==> src/rtl/device_info_framer.sv <==
// device_info_framer
//   Waits for the device-info block's DNA and IDCODE to settle, latches them
//   once, and on request streams a fixed 14-byte identification frame over a
//   valid/ready byte interface.
//
//   Frame (MSB first): HEADER_BYTE, idcode[31:0] (4 bytes),
//                      die_serial[63:0] (8 bytes), check byte.
//   Check byte: XOR of bytes 0-12 by default. When DEVICE_INFO_FRAMER_CRC8_EN
//   is defined it is CRC-8 (poly 0x07, init 0x00, no reflection, no final XOR).
//
// Ports
//   clk, rst        : clock, synchronous active-high reset
//   die_serial      : DNA input; bit 56 marks shift complete
//   idcode          : IDCODE input; 0 means not yet read
//   info_valid      : latched values are final
//   serial_latched  : latched die_serial
//   idcode_latched  : latched idcode
//   req             : single-cycle frame request
//   busy            : frame in progress
//   tx_data/tx_valid/tx_ready : byte stream handshake
module device_info_framer #(
  parameter int unsigned STABLE_CYCLES = 16,
  parameter logic [7:0]  HEADER_BYTE   = 8'hDE
) (
  input  logic        clk,
  input  logic        rst,
  input  logic [63:0] die_serial,
  input  logic [31:0] idcode,
  output logic        info_valid,
  output logic [63:0] serial_latched,
  output logic [31:0] idcode_latched,
  input  logic        req,
  output logic        busy,
  output logic [7:0]  tx_data,
  output logic        tx_valid,
  input  logic        tx_ready
);

  localparam int unsigned CNT_W    = 16;
  localparam int unsigned IDX_W    = 4;
  localparam logic [IDX_W-1:0] LAST_DATA_IDX = IDX_W'(12);
  localparam logic [IDX_W-1:0] CHECK_IDX     = IDX_W'(13);
  localparam logic [CNT_W-1:0] CNT_LAST      = CNT_W'(STABLE_CYCLES - 1);

  typedef enum logic [1:0] {WAIT_INFO, IDLE, SEND, CKSUM} state_t;

  state_t           state_q, state_d;
  logic [CNT_W-1:0] cnt_q, cnt_d;
  logic [63:0]      prev_serial_q, prev_serial_d;
  logic [31:0]      prev_idcode_q, prev_idcode_d;
  logic             pending_q, pending_d;
  logic [IDX_W-1:0] idx_q, idx_d;
  logic [7:0]       cksum_q, cksum_d;
  logic             info_valid_d, busy_d, tx_valid_d;
  logic [63:0]      serial_latched_d;
  logic [31:0]      idcode_latched_d;
  logic [7:0]       tx_data_d;

  logic             stable_c;
  logic             accept_c;
  logic [IDX_W-1:0] next_idx_c;
  logic [7:0]       next_byte_c;
  logic [7:0]       cksum_upd_c;

  // Fold one accepted byte into the running check value.
  function automatic logic [7:0] check_update(input logic [7:0] acc, input logic [7:0] b);
`ifdef DEVICE_INFO_FRAMER_CRC8_EN
    logic [7:0] c;
    c = acc ^ b;
    for (int i = 0; i < 8; i++) begin
      c = c[7] ? ((c << 1) ^ 8'h07) : (c << 1);
    end
    return c;
`else
    return acc ^ b;
`endif
  endfunction

  // Inputs must match the previous sample and both look fully read.
  assign stable_c = (die_serial == prev_serial_q) && (idcode == prev_idcode_q) &&
                    die_serial[56] && (idcode != 32'h0);
  assign accept_c = tx_valid && tx_ready;
  assign next_idx_c  = idx_q + IDX_W'(1);
  assign cksum_upd_c = check_update(cksum_q, tx_data);

  // Payload byte for the index about to be presented.
  always_comb begin
    next_byte_c = HEADER_BYTE;
    case (next_idx_c)
      4'd1:    next_byte_c = idcode_latched[31:24];
      4'd2:    next_byte_c = idcode_latched[23:16];
      4'd3:    next_byte_c = idcode_latched[15:8];
      4'd4:    next_byte_c = idcode_latched[7:0];
      4'd5:    next_byte_c = serial_latched[63:56];
      4'd6:    next_byte_c = serial_latched[55:48];
      4'd7:    next_byte_c = serial_latched[47:40];
      4'd8:    next_byte_c = serial_latched[39:32];
      4'd9:    next_byte_c = serial_latched[31:24];
      4'd10:   next_byte_c = serial_latched[23:16];
      4'd11:   next_byte_c = serial_latched[15:8];
      4'd12:   next_byte_c = serial_latched[7:0];
      default: next_byte_c = HEADER_BYTE;
    endcase
  end

  // Next-state and next-output logic.
  always_comb begin
    state_d          = state_q;
    cnt_d            = cnt_q;
    prev_serial_d    = die_serial;
    prev_idcode_d    = idcode;
    pending_d        = pending_q;
    idx_d            = idx_q;
    cksum_d          = cksum_q;
    info_valid_d     = info_valid;
    serial_latched_d = serial_latched;
    idcode_latched_d = idcode_latched;
    busy_d           = busy;
    tx_valid_d       = tx_valid;
    tx_data_d        = tx_data;

    case (state_q)
      WAIT_INFO: begin
        if (req) pending_d = 1'b1;
        if (stable_c) begin
          if (cnt_q == CNT_LAST) begin
            serial_latched_d = die_serial;
            idcode_latched_d = idcode;
            info_valid_d     = 1'b1;
            cnt_d            = '0;
            state_d          = IDLE;
          end else begin
            cnt_d = cnt_q + CNT_W'(1);
          end
        end else begin
          cnt_d = '0;
        end
      end
      IDLE: begin
        if (req || pending_q) begin
          pending_d  = 1'b0;
          idx_d      = '0;
          cksum_d    = '0;
          busy_d     = 1'b1;
          tx_valid_d = 1'b1;
          tx_data_d  = HEADER_BYTE;
          state_d    = SEND;
        end
      end
      SEND: begin
        if (accept_c) begin
          cksum_d = cksum_upd_c;
          if (idx_q == LAST_DATA_IDX) begin
            idx_d     = CHECK_IDX;
            tx_data_d = cksum_upd_c;
            state_d   = CKSUM;
          end else begin
            idx_d     = next_idx_c;
            tx_data_d = next_byte_c;
          end
        end
      end
      CKSUM: begin
        if (accept_c) begin
          idx_d      = '0;
          busy_d     = 1'b0;
          tx_valid_d = 1'b0;
          state_d    = IDLE;
        end
      end
      default: state_d = WAIT_INFO;
    endcase
  end

  // State and output registers.
  always_ff @(posedge clk) begin
    if (rst) begin
      state_q        <= WAIT_INFO;
      cnt_q          <= '0;
      prev_serial_q  <= '0;
      prev_idcode_q  <= '0;
      pending_q      <= 1'b0;
      idx_q          <= '0;
      cksum_q        <= '0;
      info_valid     <= 1'b0;
      serial_latched <= '0;
      idcode_latched <= '0;
      busy           <= 1'b0;
      tx_valid       <= 1'b0;
      tx_data        <= '0;
    end else begin
      state_q        <= state_d;
      cnt_q          <= cnt_d;
      prev_serial_q  <= prev_serial_d;
      prev_idcode_q  <= prev_idcode_d;
      pending_q      <= pending_d;
      idx_q          <= idx_d;
      cksum_q        <= cksum_d;
      info_valid     <= info_valid_d;
      serial_latched <= serial_latched_d;
      idcode_latched <= idcode_latched_d;
      busy           <= busy_d;
      tx_valid       <= tx_valid_d;
      tx_data        <= tx_data_d;
    end
  end

endmodule

==> config.mk <==
export PLATFORM = sky130hd
export DESIGN_NAME = device_info_framer
export DESIGN_NICKNAME = d
export VERILOG_FILES = /design/src/rtl/device_info_framer.sv
export SDC_FILE = /design/constraint.sdc
export NUM_CORES = 1
export LEC_CHECK = 0
export ABC_CLOCK_PERIOD_IN_PS = 6130
export CAP_MARGIN = 30
export CORE_MARGIN = 4
export CORE_UTILIZATION = 40
export CTS_BUF_LIST = sky130_fd_sc_hd__clkbuf_4 sky130_fd_sc_hd__clkbuf_8
export CTS_CLUSTER_SIZE = 20
export DETAILED_ROUTE_END_ITERATION = 12
export HOLD_SLACK_MARGIN = 0.08
export PLACE_DENSITY_LB_ADDON = 0.3
export SYNTH_ARGS = -nofsm -noshare
export SYNTH_HDL_FRONTEND = slang
export SYNTH_SLANG_ARGS = --single-unit
==> constraint.sdc <==
create_clock -name clk -period 6.13 [get_ports clk]
set_clock_uncertainty 0.1 [all_clocks]
set_input_delay 1.226 -clock clk [delete_from_list [all_inputs] [get_ports clk]]
set_output_delay 1.226 -clock clk [all_outputs]
set_load 0.005 [all_outputs]
## After elaboration in Yosys (flattened, before gate mapping)

Cells that the tools add are included.

| word-level totals | value |
|---|---|
| flip-flop bits (word level) | 233 |
| latch bits | 0 |
| bits in writable memories | 0 |
| ROM bits | 0 |
| memories kept | 0 |

| operators by class | value |
|---|---|
| add/sub/neg operators | 2 |
| $mul | 0 |
| div/mod/pow operators | 0 |
| $lt $le $gt $ge | 0 |
| equality and inequality tests | 26 |
| shift-type cells | 0 |
| muxes and demuxes | 28 |
| bitwise operators | 1 |
| reduce and logical (&&, ||, !) cells | 17 |

Operators by type and width:

| kind | number |
|---|---|
| $pmux W8 S12 | 1 |
| $eq A64 B64 Y1 | 1 |
| $mux W8 | 5 |
| $eq A32 B32 Y1 | 1 |
| $mux W16 | 2 |
| $pmux W8 S2 | 2 |
| $reduce_bool A32 Y1 | 1 |
| $eq A4 B4 Y1 const B | 6 |
| $add A16 B1 Y16 const B | 1 |
| $eq A16 B4 Y1 const B | 1 |
| $eq A4 B3 Y1 const B | 4 |
| $mux W4 | 4 |
| $ne A2 B2 Y1 const B | 7 |
| $mux W2 | 6 |
| $pmux W4 S3 | 1 |
| $reduce_and A3 Y1 | 4 |
| $eq A4 B2 Y1 const B | 2 |
| $pmux W2 S4 | 1 |
| $xor A8 B8 Y8 | 1 |
| $reduce_and A6 Y1 | 1 |
| $reduce_bool A2 Y1 | 3 |
| $add A4 B1 Y4 const B | 1 |
| $eq A2 B2 Y1 const B | 2 |
| $eq A4 B1 Y1 const B | 1 |
| other kinds (8) | 15 |

## Depth between registers and ports, before layout

| depth | value |
|---|---|
| depth after elaboration | 6 |
| gate-level depth with buffers | 11 |
| mapped depth without buffers | 9 |

## Worst setup path after synthesis

No wires, ideal clock.

| timing | value |
|---|---|
| kind | input-to-reg |
| start | input port idcode[5] |
| end | register serial_latched[53] |
| arrival time | 2.957 ns |
| data required time | 5.902 ns |
| setup slack | 2.946 ns |
| cell stages on the path | 10 |
| path buffers | 3 |
| cell sequence | nor2b_1 > a2111oi_0 > nand4_1 > nor4_2 > nand4_1 > buf_2 > buf_6 > buf_6 > mux2i_1 > nor2_1 |

| on the way | value |
|---|---|
| word-level cells in the longest chain between the ends | 5 |
| elaborated cells on any way between the ends | 6 |
| classes of those cells | eq/ne: 1; reduce/logical: 5 |

Ends and longest elaborated chain:

| element | line | source |
|---|---|---|
| start, declared | 28 | `input logic [31:0] idcode,` |
| $eq A32 B32 Y1 | 80 | `assign stable_c = (die_serial == prev_serial_q) && (idcode == prev_idcode_q) &&` |
| $logic_and A1 B1 Y1 (2 in series) | 80 |  |
| $logic_and A1 B1 Y1 * | 81 | `die_serial[56] && (idcode != 32'h0);` |
| $reduce_and A3 Y1 (no source line) * | -- |  |
| end signal, assigned | 200 | `serial_latched <= serial_latched_d;` |
| end, declared | 30 | `output logic [63:0] serial_latched,` |

Mark *: on every way between the ends. The rest lies on a longest branch, timed or not.
A chain may end at the register's enable or synchronous reset.

## Worst setup path in the final report

| timing | value |
|---|---|
| start | input port idcode[16] |
| end | register cnt_q[6] |

| on the way | value |
|---|---|
| word-level cells in the longest chain between the ends | 5 |
| elaborated cells on any way between the ends | 6 |
| classes of those cells | eq/ne: 1; mux: 1; reduce/logical: 4 |

Ends and longest elaborated chain:

| element | line | source |
|---|---|---|
| $eq A32 B32 Y1 | 80 |  |
| $logic_and A1 B1 Y1 (2 in series) | 80 |  |
| $logic_and A1 B1 Y1 * | 81 |  |
| $mux W16 * | 125 | `if (stable_c) begin` |
| end signal, assigned | 193 | `cnt_q <= cnt_d;` |
| end, declared | 48 | `logic [CNT_W-1:0] cnt_q, cnt_d;` |

Marked as above.

==> metrics.csv <==
metric,value,unit
initial antenna violation count,0,
number of endpoints failing setup at the final stage,0,
Filler Cell Count,2321,
effective utilization at floorplan,40.8,%
Post-CTS Setup Repair Bufs,0,
critical register-to-register path endpoint,tx_data[6],
routed length per instance,21.0,um
total of flip-flops plus latches after synthesis,233,
wire length of the first global-routing pass,53000,um
worst voltage drop across the vdd grid,0.118,mV
number of slew-limit violations in the final report,0,
maximum count of clock buffers along a single path,3,
category of the critical setup timing path,in -> reg,
clock latency on the worst-skew pair,0.54,ns
"Warnings, synthesis",0,
sequential-to-total area share from yosys stat,45.1,%
Critical-path top delay cell,sky130_fd_sc_hd__and3_1,
Worst Reg2Reg Path Length in Cells,8,
area of the mapped netlist,10300,sq um
nature of the critical path startpoint,input pin,
Critical Path RT,6.48,ns
setup slack of the most critical reg-to-reg path,2.88,ns
static leakage,5.60,nW
number of synthesized flops with an enable pin,0,
ant diodes,0,
highest clock frequency the design can meet,249,MHz
share of the core filled with cells in the final layout,53.1,%
longest individual stage delay on the worst path,0.69,ns
number of nets at the end of the flow,1437,
overall routed net length,35400,um
asr flop ratio synth,0,%
main area contributors after synthesis,"sky130_fd_sc_hd__dfxtp_1 45%, sky130_fd_sc_hd__mux2i_1 9.3%, sky130_fd_sc_hd__nor2b_1 8.2%",
RSZ-0062 raised after global routing,false,
endpoint class of the critical path,flop,
Chip Width,169,um
pre-CTS setup slack,1.59,ns
sequence of cells on the critical path,"clkdlybuf4s50_1, nor2b_1, a2111oi_0, o2111ai_1, nor4_2, and3_1, o21ai_0, a31oi_1",
synthesized netlist net count,1249,
Sink Count,233,
worst min-delay path class,reg -> reg,
fraction of post-synthesis cell area in the top cell type by area,45.1,%
TritonCTS clock tree,yes,
Max-Cap Viols,0,
result of the run,completed,
final count of hold timing violations,0,
Synth-to-Final Area Change,30.2,%
total grt overflow,0,
number of cells upsized or downsized after cts,0,
"Distinct cells, synth",57,
PwrDens,253,nW/um^2
detailed-route via count,9191,
Port-buffer cells,206,
launch point of the worst reg-to-reg path,idx_q[0],
slew of the pin with the lowest slew margin,1.05,ns
maximum number of pins on one net before global-route repair,132,
drc violations,0,
number of hold buffers added after CTS,0,
worst setup path startpoint,idcode[16],
cell chosen for the clock root,sky130_fd_sc_hd__clkbuf_8,
boundary pin count,207,
CTS clock-pin slew for the worst setup and hold paths,0.06,ns
full die area,28500,sq um
final period demand of the worst path,4.02,ns
total placed cells including tap cells,1614,
number of DRC violations after detailed-routing iteration 0,861,
fraction of final layout cells sized beyond drive strength 1,6.72,%
gate count after technology mapping,1138,
Chip Height,169,um
"count of placed standard cells in the final layout, fillers left out",1685,
Overall Global Routing Usage,24.0,%
normalized max-slew margin,30.2,%
"area leader, netlist",sky130_fd_sc_hd__dfxtp_1,
ANT nets after route,0,
highest fanout seen on the critical path,21,
Setup Total Neg Slack,0,ns
Mean Syn Cell Area,9.08,sq um
Avg Vias per Cell,5.45,
cts bufs inserted,40,
vias in the first global route,8727,
num rows,58,
final critical-path setup slack,2.11,ns
leading register cell type out of synthesis,sky130_fd_sc_hd__dfxtp_1,
final period utilization,65.5,%
gpl congestion,0.901,
maximum level of the CTS H-tree,2,
CP endpoint,cnt_q[6],
drt pass-1 iters,7,
CORE AREA,25300,sq um
endpoint arrival time on the critical path,4.37,ns
dpl hpwl,26400,um
[per-stage QoR]
stage | area (sq um) | hold slack (ns) | power, mW
6_report | 13500 | 0.348 | 3.40
5_1_grt | 13500 | 0.376 | 3.52
4_1_cts | 13500 | 0.352 | 3.41
3_5_place_dp | 12600 | 0.343 | 1.89
3_3_place_gp | 12600 | 0.336 | 1.88
2_1_floorplan | 10300 | 0.327 | 1.73
[per-layer routing]
layer	track usage, %	wire, um
met5	0	0
met4	6.85	919
met3	5.79	2940
met2	37.6	16100
met1	33.0	15400
[critical path: cells and delay by family]
family	cells	cell delay, ns
AO/OA/AOI/OAI	4	1.14
buffers and inverters	1	0.60
AND/OR/NAND/NOR	3	1.40
[final cells by class]
type / instances / area, sq um / area share (%)
Tap cell: 330 / 413 / 3.07
Clock buffer: 65 / 795 / 5.90
Inverter: 31 / 116 / 0.864
Sequential cell: 233 / 4660 / 34.7
Multi-Input combinational cell: 809 / 5270 / 39.1
Clock inverter: 6 / 83.8 / 0.623
Timing Repair Buffer: 211 / 2120 / 15.8
[state kept, by name, indices dropped and copies added, names as in the netlist, 4 cells and up]
name            count
idx_q               4
cnt_q              16
serial_latched     64
tx_data             8
prev_serial_q      64
cksum_q             8
prev_idcode_q      32
idcode_latched     32
[cells in the mapped netlist, drive strengths merged (5+ instances only)]
master	count
nand2	41
mux2i	96
xnor2	20
nor4	24
nand3	66
buf	17
nand3b	9
ha	11
nor2b	136
a31oi	20
nand4	29
xor2	38
o21ai	26
a2111oi	15
clkbuf	48
a22o	10
nand2b	19
a222oi	5
and2	7
a21oi	35
nor3	11
dfxtp	233
and3	10
nor2	131
inv	31
[how the worst min path moves through the flow]
stage	start	endpoint	cells past startpoint
final	info_valid	info_valid	2
after global routing	pending_q	pending_q	2
after CTS	info_valid	info_valid	2
after detailed placement	info_valid	info_valid	2
after global placement	pending_q	pending_q	2
after floorplan	pending_q	pending_q	2
[cell usage in the layout (no fill, tap or decap), types with 4 or more instances in the layout]
master                            instances
sky130_fd_sc_hd__mux2_2                   4
sky130_fd_sc_hd__mux2i_1                 96
sky130_fd_sc_hd__a22oi_1                  4
sky130_fd_sc_hd__ha_1                    11
sky130_fd_sc_hd__nand3b_1                 9
sky130_fd_sc_hd__dfxtp_1                233
sky130_fd_sc_hd__a222oi_1                 5
sky130_fd_sc_hd__a2111oi_0               15
sky130_fd_sc_hd__inv_1                   31
sky130_fd_sc_hd__nor2b_1                136
sky130_fd_sc_hd__a22o_1                  10
sky130_fd_sc_hd__clkbuf_4                16
sky130_fd_sc_hd__xor2_1                  38
sky130_fd_sc_hd__nand3_1                 66
sky130_fd_sc_hd__nand2_1                 41
sky130_fd_sc_hd__nand2b_1                19
sky130_fd_sc_hd__and2_1                   6
sky130_fd_sc_hd__clkbuf_8                49
sky130_fd_sc_hd__and3_1                  10
sky130_fd_sc_hd__nand4_1                 29
sky130_fd_sc_hd__nor3_1                  11
sky130_fd_sc_hd__a31oi_1                 20
sky130_fd_sc_hd__xnor2_1                 20
sky130_fd_sc_hd__clkdlybuf4s50_1        205
sky130_fd_sc_hd__a21oi_1                 35
sky130_fd_sc_hd__nor2_1                 131
sky130_fd_sc_hd__o21ai_0                 25
sky130_fd_sc_hd__nor4_1                  22
[cells by family after synthesis]
group	share of synthesized area (%)
compound gates	9.54
simple gates	25.4
buf+inv	3.97
fa+ha+maj	1.33
flops	45.1
mux	9.73
xor+xnor	4.91
[power breakdown]
group / total (mW) / leakage (nW) / internal (mW) / switching (mW)
Sequential: 1.58 / 1.90 / 1.56 / 0.0247
Clock: 1.54 / 0.470 / 0.904 / 0.637
Combinational: 0.277 / 3.22 / 0.134 / 0.142
(Power assumes the default switching activity.)
